`config.mk`:
```
export PLATFORM = sky130hd
export DESIGN_NAME = puf_eval_sequencer
export DESIGN_NICKNAME = d
export VERILOG_FILES = /design/src/rtl/puf_eval_sequencer.sv
export SDC_FILE = /design/constraint.sdc
export NUM_CORES = 1
export LEC_CHECK = 0
export ABC_AREA = 1
export CAP_MARGIN = 0
export CORE_UTILIZATION = 48
export DETAILED_ROUTE_END_ITERATION = 8
export GPL_ROUTABILITY_DRIVEN = 0
export PLACE_DENSITY = 0.77
export SETUP_SLACK_MARGIN = 0.05
export SYNTH_ARGS = -nofsm -noshare
export SYNTH_HDL_FRONTEND = slang
export SYNTH_SLANG_ARGS = --single-unit
```
`constraint.sdc`:
```
create_clock -name clk -period 1.3 [get_ports clk]
set_input_delay 0.13 -clock clk [delete_from_list [all_inputs] [get_ports clk]]
set_output_delay 0.13 -clock clk [all_outputs]
set_load 0.01 [all_outputs]
```
`src/rtl/puf_eval_sequencer.sv`:
```
// Sequences arbiter-PUF evaluations over an LFSR challenge walk and majority-votes each challenge's responses.
// Latency: 2*SETTLE_CYC+2 cycles per evaluation; a full run is NUM_CHAL*(NUM_EVAL*(2*SETTLE_CYC+2)+1)+1 cycles.
// Backpressure: none; start is only honoured in IDLE. Optional raw tap outputs are enabled with RAW_TAP_EN.
module puf_eval_sequencer #(
    parameter int CHAL_W     = 8,
    parameter int NUM_CHAL   = 8,
    parameter int NUM_EVAL   = 5,
    parameter int SETTLE_CYC = 4
) (
    input  logic                          clk,
    input  logic                          rst,
    input  logic                          start,
    input  logic [CHAL_W-1:0]             seed,
    output logic                          busy,
    output logic                          done,
    output logic [NUM_CHAL-1:0]           resp_word,
    output logic [$clog2(NUM_CHAL+1)-1:0] unstable_cnt,
    output logic [CHAL_W-1:0]             puf_challenge,
    output logic                          puf_pulse,
    input  logic                          puf_resp
`ifdef RAW_TAP_EN
    ,
    output logic                          raw_valid,
    output logic                          raw_bit
`endif
);

    localparam int UC_W = $clog2(NUM_CHAL + 1);
    localparam int CI_W = (NUM_CHAL > 1) ? $clog2(NUM_CHAL) : 1;
    localparam int EV_W = $clog2(NUM_EVAL + 1);
    localparam int PH_W = (SETTLE_CYC > 1) ? $clog2(SETTLE_CYC + 1) : 1;

    localparam logic [PH_W-1:0] PH_LAST  = PH_W'(SETTLE_CYC - 1);
    localparam logic [PH_W-1:0] PH_SMP   = PH_W'(1);
    localparam logic [EV_W-1:0] EV_LAST  = EV_W'(NUM_EVAL - 1);
    localparam logic [EV_W-1:0] EV_ALL   = EV_W'(NUM_EVAL);
    localparam logic [EV_W-1:0] EV_HALF  = EV_W'(NUM_EVAL / 2);
    localparam logic [CI_W-1:0] CI_LAST  = CI_W'(NUM_CHAL - 1);

    typedef enum logic [2:0] {
        S_IDLE,
        S_SETUP,
        S_FIRE,
        S_SAMPLE,
        S_VOTE,
        S_DONE
    } state_t;

    state_t              state_q, state_d;
    logic [PH_W-1:0]     phase_q, phase_d;
    logic [EV_W-1:0]     eval_q, eval_d;
    logic [EV_W-1:0]     ones_q, ones_d;
    logic [CI_W-1:0]     chal_idx_q, chal_idx_d;
    logic [CHAL_W-1:0]   chal_q, chal_d;
    logic [NUM_CHAL-1:0] resp_q, resp_d;
    logic [UC_W-1:0]     unst_q, unst_d;
    logic                busy_q, done_q, pulse_q;
    logic [1:0]          sync_q;

    // Fibonacci LFSR step; the tap set assumes an 8-bit challenge.
    function automatic logic [CHAL_W-1:0] lfsr_next(input logic [CHAL_W-1:0] c);
        return {c[CHAL_W-2:0], c[7] ^ c[5] ^ c[4] ^ c[3]};
    endfunction

    // Next-state and datapath update; every register holds unless its state says otherwise.
    always_comb begin
        state_d    = state_q;
        phase_d    = phase_q;
        eval_d     = eval_q;
        ones_d     = ones_q;
        chal_idx_d = chal_idx_q;
        chal_d     = chal_q;
        resp_d     = resp_q;
        unst_d     = unst_q;
        case (state_q)
            S_IDLE: begin
                if (start) begin
                    // An all-zero seed would lock the LFSR, so it is replaced by 1.
                    chal_d     = (seed == '0) ? CHAL_W'(1) : seed;
                    chal_idx_d = '0;
                    eval_d     = '0;
                    ones_d     = '0;
                    resp_d     = '0;
                    unst_d     = '0;
                    phase_d    = '0;
                    state_d    = S_SETUP;
                end
            end
            S_SETUP: begin
                if (phase_q == PH_LAST) begin
                    phase_d = '0;
                    state_d = S_FIRE;
                end else begin
                    phase_d = phase_q + PH_W'(1);
                end
            end
            S_FIRE: begin
                if (phase_q == PH_LAST) begin
                    phase_d = '0;
                    state_d = S_SAMPLE;
                end else begin
                    phase_d = phase_q + PH_W'(1);
                end
            end
            S_SAMPLE: begin
                // Second cycle gives the synchronizer time to carry the arbiter decision.
                if (phase_q == PH_SMP) begin
                    phase_d = '0;
                    ones_d  = ones_q + EV_W'(sync_q[1]);
                    eval_d  = eval_q + EV_W'(1);
                    state_d = (eval_q == EV_LAST) ? S_VOTE : S_SETUP;
                end else begin
                    phase_d = phase_q + PH_W'(1);
                end
            end
            S_VOTE: begin
                resp_d[chal_idx_q] = (ones_q > EV_HALF);
                if ((ones_q != '0) && (ones_q != EV_ALL)) begin
                    unst_d = unst_q + UC_W'(1);
                end
                ones_d = '0;
                eval_d = '0;
                if (chal_idx_q == CI_LAST) begin
                    state_d = S_DONE;
                end else begin
                    chal_idx_d = chal_idx_q + CI_W'(1);
                    chal_d     = lfsr_next(chal_q);
                    state_d    = S_SETUP;
                end
            end
            S_DONE: begin
                state_d = S_IDLE;
            end
            default: begin
                state_d = S_IDLE;
            end
        endcase
    end

    // State, datapath and registered outputs; outputs are decoded from next state so they align with it.
    always_ff @(posedge clk) begin
        if (rst) begin
            state_q    <= S_IDLE;
            phase_q    <= '0;
            eval_q     <= '0;
            ones_q     <= '0;
            chal_idx_q <= '0;
            chal_q     <= '0;
            resp_q     <= '0;
            unst_q     <= '0;
            busy_q     <= 1'b0;
            done_q     <= 1'b0;
            pulse_q    <= 1'b0;
        end else begin
            state_q    <= state_d;
            phase_q    <= phase_d;
            eval_q     <= eval_d;
            ones_q     <= ones_d;
            chal_idx_q <= chal_idx_d;
            chal_q     <= chal_d;
            resp_q     <= resp_d;
            unst_q     <= unst_d;
            busy_q     <= (state_d != S_IDLE);
            done_q     <= (state_d == S_DONE);
            pulse_q    <= (state_d == S_FIRE);
        end
    end

    // Two-flop synchronizer for the asynchronous arbiter output; runs every cycle.
    always_ff @(posedge clk) begin
        if (rst) begin
            sync_q <= 2'b00;
        end else begin
            sync_q <= {sync_q[0], puf_resp};
        end
    end

    assign busy          = busy_q;
    assign done          = done_q;
    assign puf_pulse     = pulse_q;
    assign puf_challenge = chal_q;
    assign resp_word     = resp_q;
    assign unstable_cnt  = unst_q;

`ifdef RAW_TAP_EN
    // Raw tap exposes each synchronized sample on its capture cycle.
    always_comb begin
        raw_valid = (state_q == S_SAMPLE) && (phase_q == PH_SMP);
        raw_bit   = raw_valid & sync_q[1];
    end
`endif

endmodule

```
==> impl_metrics.yaml, run 1 <==
routing:
  initialDrtViolationCount: 73
  drc: 0
  wl_per_cell_um: 12.7
  vias: 2290
  detail-route-antenna-nets: 0
  drt_wl_total_um: 5650
  vias_per_cell: 5.15
  drt-pass1-iter-count: 4
global_route:
  grt-ovfl-total: 0
  grt_pass1_vias: 2067
  grt_util_met1_pct: 27.7
  antenna_found_initial: 0
  grt_max_degree: 17
  track_usage_pct: 24.0
  busiest_layer: "met2"
  grt_pass1_wl_um: 8500
  use_met2_pct: 42.8
  use_met3_pct: 6.58
yosys:
  synth-seq-area-share_pct: 37.3
  synth_area_per_cell_um2: 6.56
  synth_cells: 327
  yosysMostFrequentCell: "nand2_1"
  yosys_warnings: 0
  synth_ff_type: "dfxtp_1"
  ys_seq_elements: 40
  synth_top_cell_area_share_pct: 37.3
  synth_common_cells: "98 x nand2_1, 46 x inv_1, 42 x nor2_1, 40 x dfxtp_1, 25 x o21ai_0"
  synth_top_area_cell: "dfxtp_1"
  async_flop_share_pct: 0
  synthTopCellsByArea: "dfxtp_1 37%, nand2_1 17%, inv_1 8.1%"
  ys_types: 23
  synth_enable_flop_cells: 0
  netlist_area_um2: 2140
  syn-num-nets: 350
clock_network:
  clock_sinks: 40
  cts.path.max_buffers: 2
  ctsHtreeMaxLevel: 2
  clock_latency_ns: 0.29
  clk_root_buffer_cell: "clkbuf_8"
  cts_tree: "built"
  clkTransAtPathRegs_ns: 0.08
  cts_buffers: 5
pwr:
  leakagePower_nw: 1.47
  ir_worst_vdd_mv: 0.523
  power_density_nw_per_um2: 899
setup_path:
  crit_type: "flop to flop"
  crit_arrival_ns: 1.47
  cp_max_fo: 6
  worstPathCellList: "nor2_4 > buf_6 > nand3_2 > buf_6 > buf_4 > nand2_1 > a21oi_1"
  slowest_delay_ns: 0.34
  worst_r2r_path_depth: 7
  crit_slowest_cell: "dfxtp_2"
  crit_path_end_kind: "flop"
  start_kind: "flop"
  worst_ep_required_time_ns: 1.49
  cp_common_cell: "buf_6"
placement:
  placed_cell_area_um2: 2670
  dpl.hpwl_um: 3510
  port_buffers: 34
floorplan:
  coreArea_um2: 4140
  io_pins: 35
  die_w_um: 68.8
  rows: 23
  die_y_um: 68.8
  start_util_pct: 51.8
  die_area_um2: 4740
timing:
  worst_slew_pin_slew_ns: 0.239
  hold_viol_final: 0
  slew_viol_final: 0
  setup-violations-final: 0
  post-route-min-period_ns: 1.29
  slew_headroom_pct: 84.0
  grt_setup_unrepaired: "yes"
  period_share_pct: 98.9
  max_freq_mhz: 778
  fin_skew_ns: 0.00788
  setup_tns_ns: 0
outcome:
  status: "finished, final reports clean"
final_layout:
  final_area_um2: 3150
  final_nets: 417
  diodes: 0
  drive_gt1_share_pct: 26.6
  syn2layout_area_growth_pct: 47.1
job:
  max_cap_viol_count: 0
worst_hold_path:
  min_path_cells: 3
  hp-class: "primary input to flop"
==> critical path: cells and delay by family, from the launching register on <==
family | cells | cell delay, ns
AND/OR/NAND/NOR | 3 | 0.31
flip-flops | 1 | 0.34
buffers and inverters | 3 | 0.44
AO/OA/AOI/OAI | 1 | 0.07
==> repair_timing <==
item,in CTS,in global routing
cloned,1,2
setup endpoints to repair,53,36
setup buffers,3,5
gates resized for setup,55,72
hold buffers,0,0
pin swaps,8,14
==> cell usage in the layout (no fill, tap or decap), types with 2 or more instances in the layout <==
| master | count |
|---|---|
| ha_4 | 6 |
| buf_12 | 2 |
| dfxtp_4 | 3 |
| nor2_4 | 3 |
| a21oi_1 | 21 |
| nand2_1 | 82 |
| clkdlybuf4s50_1 | 11 |
| nand3_1 | 11 |
| dfxtp_1 | 30 |
| nand3_2 | 6 |
| inv_2 | 5 |
| buf_6 | 6 |
| ha_1 | 4 |
| nor2_2 | 2 |
| nor2_1 | 39 |
| buf_4 | 23 |
| o21ai_1 | 13 |
| nand4_1 | 6 |
| inv_4 | 2 |
| o21ai_2 | 9 |
| dfxtp_2 | 7 |
| clkbuf_8 | 5 |
| inv_1 | 39 |
| nand2_4 | 7 |
| nand3_4 | 2 |
| o21ai_0 | 6 |
| nand2_2 | 12 |
| o21ai_4 | 2 |
| dlygate4sd2_1 | 23 |
==> where the power goes <==
| group | internal (mW) | switching [mW] | leakage [nW] |
|---|---|---|---|
| clock | 0.570 | 0.423 | 0.0552 |
| sequential | 1.27 | 0.0496 | 0.331 |
| combinational | 0.242 | 0.280 | 1.08 |
| total | 2.08 | 0.752 | 1.47 |
==> flip-flops by register name, summed over array words and instances, names as in the netlist, 2 cells and up <==
signal	flops
puf_challenge	8
resp_word	8
unstable_cnt	4
chal_idx_q	3
eval_q	3
ones_q	3
phase_q	3
state_q	3
sync_q	2
==> layout make-up <==
class,instances,area (µm²)
well taps,50,62.6
clock buffers,6,72.6
flip-flops and latches,40,821
repair buffers,65,592
inverters,46,178
fillers,300,990
multi-input cells,236,1390
clock inverters,2,35.0
==> through the flow <==
stage / util, % / std cells / power [mW] / setup WS [ns] / hold slack (ns)
6_report: 76.1 / 445 / 2.84 / 0.0144 / 0.355
5_1_grt: 76.1 / 445 / 2.96 / -0.0496 / 0.395
4_1_cts: 69.8 / 438 / 2.74 / 0.0254 / 0.354
3_5_place_dp: 64.5 / 426 / 1.74 / -0.0838 / 0.408
3_3_place_gp: 64.5 / 426 / 1.73 / -0.0441 / 0.402
2_1_floorplan: - / 327 / 1.57 / 0.0623 / 0.237
==> final timing paths <==
| check | startpoint | to | slack (ns) |
|---|---|---|---|
| worst max-delay path | state_q[0] | resp_word[0] | 0.01 |
| worst max register to register | state_q[0] | resp_word[0] | 0.01 |
| worst min register to register | sync_q[0] | sync_q[1] | 0.41 |
| worst min-delay path | puf_resp | sync_q[0] | 0.35 |
==> metal layers <==
layer,up-vias,routed length (µm)
li1,1170,-
met1,1055,2440
met2,58,2900
met3,7,248
met4,0,70
met5,-,0
==> logic make-up (layout without fill, tap and decap cells) <==
logic type / after synthesis / after routing / synth area share [%]
flops: 40 / 40 / 37.3
buf+inv: 54 / 119 / 10.3
compound gates: 51 / 52 / 12.7
fa+ha+maj: 11 / 11 / 6.42
simple gates: 171 / 173 / 33.3
No activity file was read; power rests on OpenSTA's default activity.
==> inputs of run 2 (changes only) <==
==> constraint.sdc (replaced) <==
create_clock -name clk -period 1.3 [get_ports clk]
set_input_delay 0.195 -clock clk [delete_from_list [all_inputs] [get_ports clk]]
set_output_delay 0.195 -clock clk [all_outputs]
set_load 0.01 [all_outputs]
==> run 2 against run 1 <==
  * Clock power is essentially flat
  * Core utilization shrank 2.8 points
  * Cell area shrank 3.7%
  * Highest routed layer unchanged
  * Clock skew is essentially flat
  * Combinational power shrank 10%
  * Register-to-register slack gained 0.03 ns
  * Hold slack gained 0.052 ns
  * Non-clock buffer count shrank 4
  * Critical path depth is the same
  * Global-route usage grew 0.10 points
  * Power shrank 1.4%
  * Largest cell class unchanged
  * Critical endpoint is now resp_word[7]
==> impl_metrics.yaml, run 2 (synthesized netlist as in run 1, its figures left out) <==
floorplan:
  rows: 23
  io_pins: 35
  die_w_um: 68.8
  coreArea_um2: 4140
  die_area_um2: 4740
  die_y_um: 68.8
  start_util_pct: 51.8
setup_path:
  slowest_delay_ns: 0.34
  worst_ep_required_time_ns: 1.48
  start_kind: "flop"
  crit_type: "flop to flop"
  cp_max_fo: 5
  worstPathCellList: "nor2_4 > nand2_2 > buf_6 > nor2_4 > nand2_1 > o21ai_1 > a21oi_1"
  crit_slowest_cell: "dfxtp_2"
  crit_arrival_ns: 1.44
  cp_common_cell: "nor2_4"
  crit_path_end_kind: "flop"
placement:
  dpl.hpwl_um: 3450
  port_buffers: 34
  placed_cells: 426
  placed_cell_area_um2: 2670
routing:
  drt-pass1-iter-count: 4
  drc: 0
  vias_per_cell: 5.09
  wl_per_cell_um: 12.0
  drt_wl_total_um: 5280
  vias: 2238
  detail-route-antenna-nets: 0
  initialDrtViolationCount: 110
pwr:
  power_density_nw_per_um2: 920
  leakagePower_nw: 1.42
  power_mw: 2.79
  ir_worst_vdd_mv: 0.551
clock_network:
  cts_buffers: 5
  clock_sinks: 40
  clkTransAtPathRegs_ns: 0.08
  clock_latency_ns: 0.30
  cts.path.max_buffers: 2
  ctsHtreeMaxLevel: 2
  cts_tree: "built"
  clk_root_buffer_cell: "clkbuf_8"
  cts_hold_buffers: 0
final_layout:
  drive_gt1_share_pct: 23.6
  final_nets: 412
  syn2layout_area_growth_pct: 41.6
  mostFrequentLayoutCell: "nand2_1"
  fillerInstances: 325
  fin_cells: 440
  diodes: 0
  final_cell_mix: "87 x nand2_1, 40 x inv_1, 40 x nor2_1, 26 x dfxtp_1, 23 x dlygate4sd2_1"
  final_area_um2: 3040
timing:
  period_share_pct: 96.4
  slew_viol_final: 0
  grt_setup_unrepaired: "yes"
  hold_ws_ns: 0.407
  max_freq_mhz: 798
  worst_slew_pin_slew_ns: 0.224
  fin_skew_ns: 0.00747
  hold_viol_final: 0
  setup-violations-final: 0
  slew_headroom_pct: 84.9
  setup_tns_ns: 0
  post-route-min-period_ns: 1.25
outcome:
  status: "finished, final reports clean"
global_route:
  grt_pass1_wl_um: 8450
  grt-ovfl-total: 0
  track_usage_pct: 24.1
  antenna_found_initial: 0
  grt_max_degree: 17
  grt_pass1_vias: 2055
job:
  max_cap_viol_count: 0
worst_hold_path:
  hp-class: "flop to flop"
run 2: cell count changes in the layout (fill, tap and decap cells not counted), sizes merged:
cell / delta
buf: -4
nand2: -1
run 2: critical path: cells and delay by family (launching register included):
family                 cells  cell delay (ns)
AOI/OAI and AO/OA          2             0.18
and+or+nand+nor            4             0.46
DFF                        1             0.34
buffers and inverters      1             0.16
run 2: worst paths after layout:
kind | startpoint | endpoint | slack (ns) | cells past startpoint
hold / removal | sync_q[0] | sync_q[1] | 0.41 | 2
setup reg to reg | state_q[0] | resp_word[7] | 0.05 | 7
hold reg to reg | sync_q[0] | sync_q[1] | 0.41 | 2
setup / recovery | state_q[0] | resp_word[7] | 0.05 | 7
run 2: layer usage:
layer | vias up | global-route usage, % | wire (µm)
li1 | 1161 | - | -
met1 | 1012 | 27.9 | 2300
met4 | 0 | 9.18 | 89
met3 | 8 | 5.43 | 267
met2 | 57 | 42.7 | 2620
met5 | - | 0 | 0
run 2: stage by stage:
step	util [%]	setup WS, ns
after floorplan	-	0.0623
after global placement	64.5	-0.109
after detailed placement	64.5	-0.152
after CTS	69.5	0.0531
after global routing	73.3	-0.0218
final	73.3	0.0464
run 2: cell type report:
cell class / instances / area, µm² / area share (%)
multi-input cells: 235 / 1330 / 43.9
flip-flops and latches: 40 / 823 / 27.1
repair buffers: 61 / 533 / 17.6
inverters: 46 / 178 / 5.85
clock buffers: 6 / 72.6 / 2.39
well taps: 50 / 62.6 / 2.06
clock inverters: 2 / 35.0 / 1.15
run 2: what timing repair did:
action                     4_1_cts  5_1_grt
hold endpoints to repair         0        0
resized for setup               61       48
setup buffers                    1        3
cloned                           1        1
setup endpoints to repair       53       30
pin swaps                        5       14
run 2: power breakdown:
part / switching [mW] / leakage, nW / total [mW] / internal (mW)
combinational: 0.258 / 1.03 / 0.469 / 0.211
sequential: 0.0469 / 0.332 / 1.32 / 1.27
clock: 0.434 / 0.0552 / 1.00 / 0.570
total: 0.739 / 1.42 / 2.79 / 2.06
==> patch 1: new RTL, config.mk and constraints of run 1 <==
Build with the macro `RAW_TAP_EN` defined.
--- a/src/rtl/puf_eval_sequencer.sv
+++ b/src/rtl/puf_eval_sequencer.sv
@@ -3,2 +3,4 @@
 // Backpressure: none; start is only honoured in IDLE. Optional raw tap outputs are enabled with RAW_TAP_EN.
+`define RAW_TAP_EN
+
 module puf_eval_sequencer #(
Behaviour (old outputs only; new: raw_bit and raw_valid): unchanged (equiv_simple and equiv_induct, registers matched by name and starting in step).
==> patch 1 against run 1 <==
The run now ends with negative setup slack left. Power is 4.4% lower. Area after synthesis is 0.23% lower. Sequential cell count stayed put. Wire length is 16% higher. Setup slack worse by 0.16 ns. Sequential share of layout area is 0.75 points lower. Largest power group unchanged. Highest routed layer unchanged. Via count is 6.7% higher. Critical endpoint is now chal_idx_q[2]. Final area is 1.9% higher.
==> patch 1: results (changes against run 1) <==
Outcome:
- The run finished, with violations left.
- The final reports fail on negative setup slack.

Worst setup path:
- The number of cells traversed by the worst register-to-register path is 7 (unchanged).
- The class of the most critical setup path is reg2reg.
- Broken down by cell family, the worst path's largest delay share belongs to simple AND/OR/NAND/NOR gates.
- The data arrival time of the worst path came to 1.65 ns (+0.18 ns).
- In this run the critical register-to-register path is launched from state_q[1].
- The capture point of the worst path is chal_idx_q[2].

Placement:
- The number of input and output port buffers inserted is 36 (+5.9%).
- The half-perimeter wire length after detailed placement was 3475 um (-1.1%).
- The post-place instance area came to 0.002693 mm^2 (+0.75%).
- The setup slack at placement came to -0.1669 ns (-0.08305 ns).
- The total placed cells including tap cells is 424 (-0.47%).

Synth:
- Ranked by total cell area, the synthesized netlist is headed by dfxtp_1, nand2_1, inv_1.
- The post-synthesis net count is 345 (-1.4%).
- The sequential element share of the synthesized area is 37.43% (+0.087 points).
- The share of the synthesized area in compound gates (AO/OA/AOI/OAI) is 12.87% (+0.21 points).
- The post-synthesis xor/xnor area fraction is 0% (unchanged).
- The mean instance size in the synthesized netlist is 6.645 um^2 (+1.3%).
- The post-synthesis cell type count was 25 (+8.7%).
- Counting instances in the post-synthesis netlist gives the leading cell types as nand2_1, inv_1, dfxtp_1.
- The arithmetic-cell share of the synthesized area counting full adders, half adders and majority gates is 6.433% (+0.015 points).
- The mux share of post-synthesis cell area came to 0% (unchanged).

STA:
- The final setup violation count came to 33 (+33).
- The final total negative setup slack is -1.632 ns (-1.632 ns).
- The worst hold margin was 0.3480 ns (-0.006944 ns).
- The post-route worst setup slack was -0.1445 ns (-0.1589 ns).
- The clock tree skew after final layout is 0.01015 ns (+0.002277 ns).
- The worst max-slew margin expressed relative to the limit was 83.09% (-0.95 points).

Route:
- The vias after detailed routing is 2443 (+6.7%).
- The DRC violation total after the first TritonRoute iteration was 233 (+220%).
- The routed wire length was 6558 um (+16%).
- The iteration count of the initial detailed-routing pass is 5 (+1).

Clocking:
- The H-tree depth reported by CTS was 2 (unchanged).
- The later pin in the worst-skew pair is clocked with a latency of 0.30 ns.

Finish:
- The count of non-filler cells in the finished layout is 451 (+1.3%).
- The share of cells above drive strength 1 is 28.68% (+2.1 points).
- The number of inserted filler cells in the final layout is 276 (-8.0%).

Power:
- The reported net switching power was 753.8 uW (+0.23%).
- The static leakage is 0.001558 uW (+6.2%).
- The worst-case vdd ir drop came to 0.0005784 V (+11%).
- The combinational logic power was 491 uW (-5.8%).
- The clock network power is 912 uW (-8.1%).

GRT:
- The global routing usage on met2 is 47.92% (+5.1 points).
- The global-route track usage on met3 is 7.072% (+0.49 points).
- The number of global-route vias before repair is 2196 (+6.2%).
- The global-route wire length before repair is 9770 um (+15%).
- The met1 global-route usage came to 33.07% (+5.4 points).
- The pin count of the biggest net entering global routing is 19 (+2).
- The total track usage is 28.27% (+4.3 points).

Worst hold path:
- For hold timing, the worst endpoint is sync_q[0].
- The worst hold path stage count is 3 (unchanged).
-- patch 1: what timing repair did --
action / 4_1_cts / 5_1_grt
setup buffers: 11 / 4
resized for setup: 109 / 24
hold buffers: 0 / 0
gates cloned: 5 / 0
setup endpoints to repair: 62 / 40
pin swaps: 23 / 13
-- patch 1: layout make-up --
cell class / count / area [um^2] / share of cell area (%)
inverters: 45 / 178.9 / 5.569
flip-flops and latches: 40 / 812.0 / 25.27
repair inverters: 1 / 11.26 / 0.3505
repair buffers: 75 / 700.7 / 21.81
multi-input cells: 233 / 1351 / 42.06
clock buffers: 7 / 96.34 / 2.998
well taps: 50 / 62.56 / 1.947
-- patch 1: per-stage QoR --
step | total power [uW] | utilization, %
after floorplan | 1538 | -
after global placement | 1685 | 64.98
after detailed placement | 1692 | 64.98
after CTS | 2645 | 74.94
after global routing | 2802 | 77.54
final | 2711 | 77.54
-- patch 1: layer usage --
layer	up-vias	wire [um]
met1	1112	2663
met5	-	0
met2	128	3212
met3	25	477
met4	0	204
li1	1178	-
==> patch 2: new RTL, config.mk and constraints of run 1 <==
Made on the original files. The output `busy` loses its register stage (`busy_q` becomes a continuous assignment).
--- a/src/rtl/puf_eval_sequencer.sv
+++ b/src/rtl/puf_eval_sequencer.sv
@@ -150,3 +150,2 @@
             unst_q     <= '0;
-            busy_q     <= 1'b0;
             done_q     <= 1'b0;
@@ -162,3 +161,2 @@
             unst_q     <= unst_d;
-            busy_q     <= (state_d != S_IDLE);
             done_q     <= (state_d == S_DONE);
@@ -167,2 +165,4 @@
     end
+
+    assign busy_q = (state_d != S_IDLE);
 
Check against the original RTL: not equivalent (a bounded check fails within 4 cycles, from zero or initial values and one cycle with rst high).
==> patch 2 against run 1 <==
Clock skew is 0.0020 ns higher. Final area fell by 2.8%. The run now ends with negative setup slack left. Wire length up 8.8%. Largest cell class unchanged. Sequential cell count decreased by 1. Die area decreased by 3.1%. Setup slack lost 0.40 ns. Area after synthesis fell by 3.2%. Synthesized cell count shrank 5.2%. Power is 13% lower. Critical path type is now reg2out.
==> patch 2: results (changes against run 1) <==
Placement:
- The half-perimeter wire length after detailed placement was 3420 um (-2.7%).
- The total placed cells including tap cells was 410 (-3.8%).
- The post-place instance area is 0.002630 mm^2 (-1.6%).
- The setup slack at placement is -0.5201 ns (-0.4362 ns).

Synth:
- The post-synthesis cell type count is 24 (+4.3%).
- The sequential element share of the synthesized area is 37.59% (+0.25 points).
- The most used flip-flop cell after synthesis is dfxtp_1.
- The post-synthesis xor/xnor area fraction came to 0.4217% (+0.42 points).
- The share of the synthesized area in compound gates (AO/OA/AOI/OAI) came to 12.05% (-0.61 points).
- The post-synthesis net count is 333 (-4.9%).
- The mean instance size in the synthesized netlist is 6.700 um^2 (+2.2%).
- Yosys attributes the largest share of cell area to dfxtp_1, nand2_1, ha_1.
- The mux share of post-synthesis cell area is 0% (unchanged).
- The arithmetic-cell share of the synthesized area counting full adders, half adders and majority gates came to 6.627% (+0.21 points).
- Counting instances in the post-synthesis netlist gives the leading cell types as nand2_1, dfxtp_1, nor2_1.

Route:
- The DRC violation total after the first TritonRoute iteration was 139 (+90%).
- The iteration count of the initial detailed-routing pass is 5 (+1).
- The wire length per cell after detailed routing is 14.30 um (+13%).
- The vias after detailed routing was 2294 (+0.17%).
- The routed wire length is 6149 um (+8.8%).

GRT:
- The total track usage is 25.35% (+1.4 points).
- The number of global-route vias before repair is 2050 (-0.82%).
- The global-route wire length before repair came to 8687 um (+2.2%).
- The initial antenna violation count was 0 (unchanged).
- The overflow left after global routing was 0 (unchanged).
- The pin count of the biggest net entering global routing is 19 (+2).

STA:
- The worst max-slew margin expressed relative to the limit is 65.72% (-18 points).
- The post-route worst setup slack came to -0.3817 ns (-0.3961 ns).
- The final total negative setup slack is -1.488 ns (-1.488 ns).
- The clock tree skew after final layout is 0.009918 ns (+0.002042 ns).
- The final setup violation count is 15 (+15).

Worst setup path:
- The data arrival time of the worst path came to 1.55 ns (+0.08 ns).
- The critical path's top delay family is simple AND/OR/NAND/NOR gates.
- The delay of the slowest critical-path stage was 0.34 ns (about the same).
- The largest fanout on the critical path is 3 (-3).

Power:
- The static leakage came to 0.001398 uW (-4.7%).
- The worst-case vdd ir drop is 0.0007016 V (+34%).

Finish:
- The final-stage net count is 403 (-3.4%).
- The share of cells above drive strength 1 came to 28.68% (+2.1 points).

Clocking:
- The later pin in the worst-skew pair is clocked with a latency of 0.30 ns.
- The root buffer selected by CTS is clkbuf_8.

Worst hold path:
- In this run the worst hold path is classified as in2reg.

Outcome:
- The checks that failed: negative setup slack.
- The run finished, with violations left.
[patch 2: cell types whose count changed after synthesis, moves of 6 or more]
| cell | change |
|---|---|
| o21ai_0 | -20 |
| o21ai_1 | +13 |
| inv_1 | -12 |
| nand2_1 | -10 |
| a21oi_1 | +6 |
| inv_2 | +6 |
| nor2_1 | -6 |
[patch 2: power by group]
part           total [uW]  internal [uW]  switching (uW)
clock                 834            416             418
combinational         376            163             213
sequential           1260           1220            32.3
[patch 2: routing by layer]
metal | up-vias | global-route usage [%] | wire, um | part of all wire [%]
met5 | - | 0 | 0 | 0
met4 | 0 | 14.06 | 216 | 3.5
li1 | 1126 | - | - | -
met3 | 26 | 5.236 | 267 | 4.3
met2 | 85 | 45.30 | 3211 | 52
met1 | 1057 | 27.56 | 2453 | 40
[patch 2: final timing paths]
kind / start / endpoint / slack, ns / depth (start not counted)
worst min register to register: sync_q[0] / sync_q[1] / 0.41 / 2
worst min-delay path: puf_resp / sync_q[0] / 0.36 / 3
worst max-delay path: phase_q[1] / busy / -0.38 / 8
worst max register to register: chal_idx_q[0] / puf_challenge[3] / -0.14 / 8
[patch 2: layout make-up]
class / count / area (um^2)
multi-input cells: 226 / 1334
fillers: 296 / 1021
flip-flops and latches: 39 / 797.0
repair buffers: 68 / 626.9
inverters: 40 / 157.7
clock buffers: 6 / 82.58
well taps: 50 / 62.56
clock inverters: 1 / 5.005
[patch 2: logic make-up after synthesis]
logic type               Yosys count
XOR/XNOR                           1
AO/OA/AOI/OAI                     49
flip-flops                        39
adder cells (fa/ha/maj)           11
buffers and inverters             48
AND/OR/NAND/NOR                  162
[patch 2: stage by stage]
step / util (%) / power (uW)
CTS: 70.24 / 2428
detailed placement: 64.36 / 1592
global placement: 64.36 / 1585
global route: 75.02 / 2560
finish: 75.02 / 2465
floorplan: - / 1448
[patch 2: what timing repair did]
item / CTS / global route
endpoints found under the setup margin: 55 / 31
resized for setup: 65 / 42
pin swaps: 10 / 18
cloned: 2 / 2
setup buffers: 6 / 7
[patch 2: worst min-delay path, delay by kind of cell]
kind | cells | cell delay (ns)
AND/OR/NAND/NOR | 1 | 0.03
buffers and inverters | 2 | 0.45
